$ cat src/rtl/ext_pkg.sv
// Shared opcode encodings for the immediate-extension unit.
// The EXT_ILLEGAL_OP_EN macro changes how EXT_OP_RSVD is treated in ext_core and ext_unit_fifo.
package ext_pkg;

    typedef logic [1:0] ext_op_t;

    localparam ext_op_t EXT_OP_ZERO = 2'b00;
    localparam ext_op_t EXT_OP_SIGN = 2'b01;
    localparam ext_op_t EXT_OP_HIGH = 2'b10;
    localparam ext_op_t EXT_OP_RSVD = 2'b11;

endpackage

$ cat src/rtl/ext_core.sv
// Combinational widening of an IN_W-bit immediate to OUT_W bits (zero, sign or high-place).
// Macro EXT_ILLEGAL_OP_EN: reserved op yields zero-extension with err=1; otherwise it acts as SIGN.
module ext_core
    import ext_pkg::*;
#(
    parameter int IN_W  = 16,
    parameter int OUT_W = 32
) (
    input  logic [IN_W-1:0]  in_imm,
    input  logic [1:0]       in_op,
    output logic [OUT_W-1:0] imm_ext,
    output logic             err
);

    localparam int PAD_W = OUT_W - IN_W;

    logic [OUT_W-1:0] zeroExt;
    logic [OUT_W-1:0] signExt;
    logic [OUT_W-1:0] highExt;

    assign zeroExt = {{PAD_W{1'b0}}, in_imm};
    assign signExt = {{PAD_W{in_imm[IN_W-1]}}, in_imm};
    assign highExt = {in_imm, {PAD_W{1'b0}}};

    always_comb begin
        imm_ext = zeroExt;
        err     = 1'b0;
        case (in_op)
            EXT_OP_ZERO: imm_ext = zeroExt;
            EXT_OP_SIGN: imm_ext = signExt;
            EXT_OP_HIGH: imm_ext = highExt;
            default: begin
`ifdef EXT_ILLEGAL_OP_EN
                imm_ext = zeroExt;
                err     = 1'b1;
`else
                imm_ext = signExt;
`endif
            end
        endcase
    end

endmodule

$ cat src/rtl/ext_unit_fifo.sv
// Immediate-extension unit feeding a DEPTH-entry valid/ready FIFO toward the ALU-operand mux.
// Macro EXT_ILLEGAL_OP_EN: stores a per-entry error flag for the reserved op; otherwise out_err is 0.
module ext_unit_fifo
    import ext_pkg::*;
#(
    parameter int IN_W  = 16,
    parameter int OUT_W = 32,
    parameter int DEPTH = 4
) (
    input  logic                     clk,
    input  logic                     reset_n,
    input  logic                     flush,
    input  logic                     in_valid,
    output logic                     in_ready,
    input  logic [IN_W-1:0]          in_imm,
    input  logic [1:0]               in_op,
    output logic                     out_valid,
    input  logic                     out_ready,
    output logic [OUT_W-1:0]         out_imm,
    output logic                     out_err,
    output logic [$clog2(DEPTH):0]   count
);

    localparam int PW = $clog2(DEPTH);
    localparam int CW = PW + 1;
    localparam logic [CW-1:0] FULL_COUNT = CW'(DEPTH);

    logic [OUT_W-1:0] coreImm;
    logic             coreErr;

    ext_core #(
        .IN_W  (IN_W),
        .OUT_W (OUT_W)
    ) u_core (
        .in_imm  (in_imm),
        .in_op   (in_op),
        .imm_ext (coreImm),
        .err     (coreErr)
    );

    logic [PW-1:0]    wrPtr_q, wrPtr_d;
    logic [PW-1:0]    rdPtr_q, rdPtr_d;
    logic [CW-1:0]    count_q, count_d;
    logic [OUT_W-1:0] lastImm_q;
    logic [OUT_W-1:0] mem_q [DEPTH];
    logic             doPush, doPop;

    assign in_ready  = (count_q != FULL_COUNT);
    assign out_valid = (count_q != '0);
    assign count     = count_q;

    // flush wins over both handshakes, so neither side sees a transfer that cycle
    assign doPush = in_valid & in_ready & ~flush;
    assign doPop  = out_valid & out_ready & ~flush;

    always_comb begin
        wrPtr_d = wrPtr_q;
        rdPtr_d = rdPtr_q;
        count_d = count_q;
        if (flush) begin
            wrPtr_d = '0;
            rdPtr_d = '0;
            count_d = '0;
        end else begin
            if (doPush) wrPtr_d = wrPtr_q + PW'(1);
            if (doPop)  rdPtr_d = rdPtr_q + PW'(1);
            case ({doPush, doPop})
                2'b10:   count_d = count_q + CW'(1);
                2'b01:   count_d = count_q - CW'(1);
                default: count_d = count_q;
            endcase
        end
    end

    always_ff @(posedge clk or negedge reset_n) begin
        if (!reset_n) begin
            wrPtr_q   <= '0;
            rdPtr_q   <= '0;
            count_q   <= '0;
            lastImm_q <= '0;
        end else begin
            wrPtr_q <= wrPtr_d;
            rdPtr_q <= rdPtr_d;
            count_q <= count_d;
            if (out_valid) lastImm_q <= mem_q[rdPtr_q];
        end
    end

    always_ff @(posedge clk) begin
        if (doPush) mem_q[wrPtr_q] <= coreImm;
    end

    // When empty, the output holds whatever head was last presented
    assign out_imm = out_valid ? mem_q[rdPtr_q] : lastImm_q;

`ifdef EXT_ILLEGAL_OP_EN
    logic errMem_q [DEPTH];
    logic lastErr_q;

    always_ff @(posedge clk) begin
        if (doPush) errMem_q[wrPtr_q] <= coreErr;
    end

    always_ff @(posedge clk or negedge reset_n) begin
        if (!reset_n) begin
            lastErr_q <= 1'b0;
        end else if (out_valid) begin
            lastErr_q <= errMem_q[rdPtr_q];
        end
    end

    assign out_err = out_valid ? errMem_q[rdPtr_q] : lastErr_q;
`else
    // ext_core drives err low in this build
    assign out_err = coreErr;
`endif

endmodule
$ cat config.mk
export PLATFORM = sky130hd
export DESIGN_NAME = ext_unit_fifo
export DESIGN_NICKNAME = d
export VERILOG_FILES = /design/src/rtl/ext_pkg.sv /design/src/rtl/ext_core.sv /design/src/rtl/ext_unit_fifo.sv
export SDC_FILE = /design/constraint.sdc
export NUM_CORES = 1
export LEC_CHECK = 0
export CORE_MARGIN = 5
export CORE_UTILIZATION = 35
export CTS_CLUSTER_DIAMETER = 40
export CTS_CLUSTER_SIZE = 40
export DETAILED_ROUTE_END_ITERATION = 16
export PLACE_DENSITY = 0.64
export SLEW_MARGIN = 20
export SYNTH_ARGS = -nofsm -noshare
export SYNTH_HDL_FRONTEND = slang
export SYNTH_SLANG_ARGS = --single-unit
$ cat constraint.sdc
create_clock -name clk -period 4.4 [get_ports clk]
set_input_delay 1.32 -clock clk [delete_from_list [all_inputs] [get_ports clk]]
set_output_delay 1.32 -clock clk [all_outputs]
set_load 0.02 [all_outputs]
-- Word-level counts from Yosys, hierarchy flattened
Memory sizes are Yosys's and may differ from the RTL's.
Cells that the tools add are included.
- reductions and logical operators: 5
- add/sub/neg operators: 4
- muxes and demuxes: 10
- multipliers: 0
- shift-type cells: 0
- $lt $le $gt $ge: 0
- eq/ne operators: 4
- div/mod/pow operators: 0
- bitwise operators: 5
- operator list (operator ; number):
    one-hot mux 32 bit (2 select lines) ; 1
    2-to-1 mux 32 bit ; 1
    2-to-1 mux 2 bit ; 4
    one-hot mux 3 bit (2 select lines) ; 1
    nonzero test 3 bit ; 2
    adder 2 x 1 -> 2 bit (second input constant) ; 2
    bitwise AND 1 bit ; 4
    equality test 2 bit (second input constant) ; 2
    nonzero test 2 bit ; 2
    adder 3 x 1 -> 3 bit (second input constant) ; 1
    2-to-1 mux 3 bit ; 1
    inequality test 3 bit (second input constant) ; 1
    subtractor 3 x 1 -> 3 bit (second input constant) ; 1
    equality test 2 x 1 -> 1 bit (second input constant) ; 1
    zero test 2 bit ; 1
    2-to-1 mux 1 bit ; 2
    inverter 1 bit ; 1
- bits in writable memories: 128
- bits in latches: 0
- input bits: 23
- register bits: 39
- memory bits (read-only): 0
- output and inout port bits: 38
- logic and storage cells: 33
- memories: 1
- memory list (name ; words ; width ; read ports ; clocked after memory_dff ; write ports ; RTL line ; text):
    mem_q ; 4 ; 32 ; 1 ; 0 ; 1 ; ext_unit_fifo.sv:45 ; logic [OUT_W-1:0] mem_q [DEPTH];

-- Longest topological paths before layout
- word-level depth: 6
- depth in mapped cells: 8
- mapped depth without buffers: 7

-- Modules after synthesis
From an unflattened synthesis, not the netlist that was laid out.
- cell total of the unflattened synthesis: 342
- area total of the unflattened synthesis: 6690.2 um^2
- by module, submodules not included (module ; instances ; cells an instance ; seq. area each (um^2) ; area each (um^2)):
    ext_unit_fifo ; 1 ; 301 ; 4819.6 ; 6386.1
    ext_core ; 1 ; 41 ; 0.0 ; 304.0

-- Worst setup path before layout
Ideal clock, no wire load.
- kind: input-to-reg
- start point: input port in_valid
- end point: memory mem_q[0][0], enable pin
- library setup time: 392 ps
- data arrival time: 2773 ps
- setup slack: 1235 ps
- stages: 4
- data required time: 4008 ps
- path buffers: 1
- cell sequence: clkbuf_1 > inv_1 > nor3_1 > and2_1
- word-level cells in the longest chain between the ends: 4
- ends and longest elaborated chain (item ; RTL line ; text):
    start: declaration ; ext_unit_fifo.sv:13 ; input logic in_valid,
    bitwise AND 1 bit (2 in series) ; ext_unit_fifo.sv:53 ; assign doPush = in_valid & in_ready & ~flush;
    2-to-1 mux 1 bit ; ext_unit_fifo.sv:90 ; if (doPush) mem_q[wrPtr_q] <= coreImm;
    2-to-1 mux 1 bit (not written as such) ; ext_unit_fifo.sv:90 ;
    end: declaration ; ext_unit_fifo.sv:45 ;
No other way between the ends.

-- Final worst setup path
- start point: register rdPtr_q[0]
- end point: output port out_imm[6]
- word-level cells in the longest chain between the ends: 2
- ends and longest elaborated chain (item ; RTL line ; text):
    start: declaration ; ext_unit_fifo.sv:42 ; logic [PW-1:0] rdPtr_q, rdPtr_d;
    start signal: assignment ; ext_unit_fifo.sv:83 ; rdPtr_q <= rdPtr_d;
    memory read (4 x 32 bit) ; n/a ;
    2-to-1 mux 32 bit ; n/a ;
    end: declaration ; ext_unit_fifo.sv:19 ; output logic [OUT_W-1:0] out_imm,
No other way between the ends.

==> key figures <==
Timing
  – Fin. Hold Viols: 0
  – Setup ws final: around 0.32 ns
  – Max-slew violations: 0
  – Final setup fails: 0
  – Fmax: 245 MHz
  – Clock Skews: a little over 0.007 ns
  – Final worst path period share: 0.927
  – Worst-margin pin slew: between 0.6 and 0.7 ns
  – Sum Neg Setup Slack: 0 ns
  – Fin crit period: 4.08 ns
  – Hold slack: 0.494 ns
  – RSZ-0062 raised after global routing: no
  – Worst slew margin relative to its limit: 0.586

Synth
  – Post-Syn Nets: 372
  – Prevailing post-synth register cell: edfxtp_1
  – Post-synth ARST share: 0.234
  – Post-synth EDFFs: ~130
  – Synth Cell Area: 6650 sq um
  – Mapped Avg Cell Area: between 15 and 20 sq um
  – Synth Register Bits: 167
  – Yosys cell types: 38
  – Synth warn: 0
  – Post-synthesis sequential area ratio: 0.725
  – Synth Instances: 344

Worst setup path
  – Crit Path Class: reg2out
  – FF-to-FF Start: count[0]$_DFFE_PN0P_
  – Crit end category: primary output
  – CP required: ~3.1 ns
  – Slowest CP cell: dfrtp_2
  – CP Buf/Inv Count: 2
  – Cell family contributing the most delay on the critical path: multiplexers
  – WP data arrival: 2.76 ns
  – R2R setup slack: ~2.2 ns
  – R2r endpoint: mem_q[3][4]$_DFFE_PP_
  – Worst Path Max Fanout: 18
  – Slowest cell delay on critical path: between 0.7 and 0.8 ns
  – Chain of cells forming the critical path: buf_4, mux4_2, mux2_2, clkdlybuf4s50_1
  – Worst setup SP type: flip-flop
  – Cells on worst reg2reg path: 4

CTS
  – Total clock sinks: about 170
  – Post-CTS sizing: 0
  – CTS Buf Count: 17
  – Latest clock arrival within the worst-skew pair: roughly 0.42 ns
  – Post-CTS Setup Bufs: 0
  – CTS root buf: clkbuf_16
  – CTS Buffer Depth: 2
  – Htree depth: 4
  – Hold Buf Count CTS: 0
  – Clk slew on worst S/H paths: around 0.06 ns
  – TritonCTS clock tree: yes

Floorplan
  – Die width: 148 um
  – DIE AREA: between 20000 and 25000 sq um
  – Core ar.: ~19000 sq um
  – Row Count: 50
  – Initial Util: 0.355
  – # IOs: 61
  – Die Y: 148 um

Placed design
  – Placement Setup Slack: approximately 0.70 ns
  – Dpl hpwl: 7.97 mm
  – Placed Area: ~7500 sq um
  – Input/output buffers: 59
  – Routability cong.: a little under 0.7

GRT
  – Pin count of the biggest net entering global routing: 40
  – Grt total ovfl: 0
  – Vias in the first global route: approximately 3.6k
  – First-pass GRT wire length: around 21 mm
  – Total track usage: 0.127
  – Initial antenna violation count: 0

Routing
  – Metal3 WL: roughly 520 um
  – Via count: around 3.3k
  – Routed WL: 13.0 mm
  – Routed Antenna Nets: 0
  – Highest metal used: met4
  – Met2 wire length: 6.56 mm
  – Routed length on met1: roughly 5.8 mm
  – Via/cell ratio: 4.98
  – Initial DRC count: ~280
  – Drt first pass iters: 4
  – DRC: 0
  – Drt wl/cell: just under 20 um

Power and ir drop
  – Peak VDD IR: 0.368 mV
  – Power Dens Cells: around 580 nW/um^2
  – Leak Pwr: between 2 and 3 nW

Flow run
  – Max-cap viol count: 0

Finish
  – Final instance area: 8110 sq um
  – Fillers: 1585
  – Antenna Diode Count: 0
  – Area grow syn2layout: 22.0%
  – Multi-input combinational cell area: approximately 1700 sq um
  – Share of layout cells above drive strength 1: 0.243
  – Most frequent cells in the layout: edfxtp_1, clkdlybuf4s50_1, dfrtp_1, mux2_2, mux4_2
  – Final nets: 440
  – Post-layout util: 0.434
  – Commonest non-fill, non-tap cell in the layout: edfxtp_1
  – FF/Latch Area: 4820 sq um

Worst hold path
  – Hold_sp: lastImm_q[20]$_DFF_PN0_
  – WHS Endpoint: lastImm_q[20]$_DFF_PN0_
  – Hold depth: 1
  – Hold Path Class: reg2reg

Status
  – Status: finished clean
==> report_power, final <==
part,switching (mW),total [mW],internal [mW],leakage [nW]
sequential,0.0821,1.99,1.91,1.64
combinational,0.589,1.21,0.622,0.926
clock,0.562,1.46,0.901,0.276
==> cell type report <==
cell class | instances | area share
flip-flops and latches | 167 | 0.594
multi-input cells | 148 | 0.208
repair buffers | 71 | 0.0867
clock buffers | 22 | 0.0560
well taps | 234 | 0.0361
clock inverters | 9 | 0.0157
inverters | 7 | 0.00324
==> cell usage after synthesis (5+ instances only) <==
| master | instances | share of area |
|---|---|---|
| nor2_1 | 5 | 0.0028 |
| mux4_2 | 28 | 0.095 |
| inv_1 | 7 | 0.0040 |
| and2_1 | 20 | 0.019 |
| edfxtp_1 | 128 | 0.58 |
| a21o_1 | 16 | 0.018 |
| buf_2 | 5 | 0.0038 |
| dfrtp_1 | 39 | 0.15 |
| mux2_2 | 32 | 0.054 |
| clkbuf_1 | 11 | 0.0062 |
==> state kept, by name, indices dropped and copies added, names as in the netlist <==
register   flops
count          3
mem_q        128
wrPtr_q        2
lastImm_q     32
rdPtr_q        2
==> worst reg2reg max path, delay by kind of cell, from the launching register on <==
kind,cells,cell delay (ns)
AND/OR/NAND/NOR,3,0.68
flip-flops,1,0.64
buffers and inverters,1,0.44
==> metrics by stage <==
| stage | instances | total power, mW |
|---|---|---|
| after floorplan | 344 | 2.73 |
| after global placement | 627 | 3.24 |
| after detailed placement | 627 | 3.26 |
| after CTS | 658 | 4.73 |
| after global routing | 658 | 4.90 |
| final | 658 | 4.66 |
==> how the worst max path moves through the flow <==
| stage | start | endpoint | slack (ns) | cells after the start |
|---|---|---|---|---|
| after floorplan | in_valid | mem_q[0][0]$_DFFE_PP_ | 1.23 | 4 |
| after global placement | rdPtr_q[0]$_DFFE_PN0P_ | out_imm[6] | 0.72 | 4 |
| after detailed placement | rdPtr_q[0]$_DFFE_PN0P_ | out_imm[6] | 0.70 | 4 |
| after CTS | rdPtr_q[0]$_DFFE_PN0P_ | out_imm[6] | 0.25 | 4 |
| after global routing | rdPtr_q[0]$_DFFE_PN0P_ | out_imm[6] | 0.16 | 4 |
| final | rdPtr_q[0]$_DFFE_PN0P_ | out_imm[6] | 0.32 | 4 |
==> cells by family (layout without fill, tap and decap cells) <==
| kind of cell | count (synthesis) | count (layout) | share of synthesized area |
|---|---|---|---|
| flip-flops | 167 | 167 | 0.725 |
| multiplexers | 64 | 64 | 0.165 |
| AND/OR/NAND/NOR | 41 | 41 | 0.0361 |
| AO/OA/AOI/OAI | 34 | 34 | 0.0367 |
| buffers and inverters | 29 | 109 | 0.0224 |
| adder cells (fa/ha/maj) | 5 | 5 | 0.0105 |
| XOR/XNOR | 3 | 3 | 0.00395 |
| other | 1 | 1 | 0.000564 |
==> metal layers <==
metal / global-route usage / vias up
met2: 0.213 / 63
li1: - / 1478
met4: 0.0346 / 0
met5: 0 / -
met1: 0.163 / 1725
met3: 0.0374 / 11
Note: power is estimated with default switching activity, not from simulation.
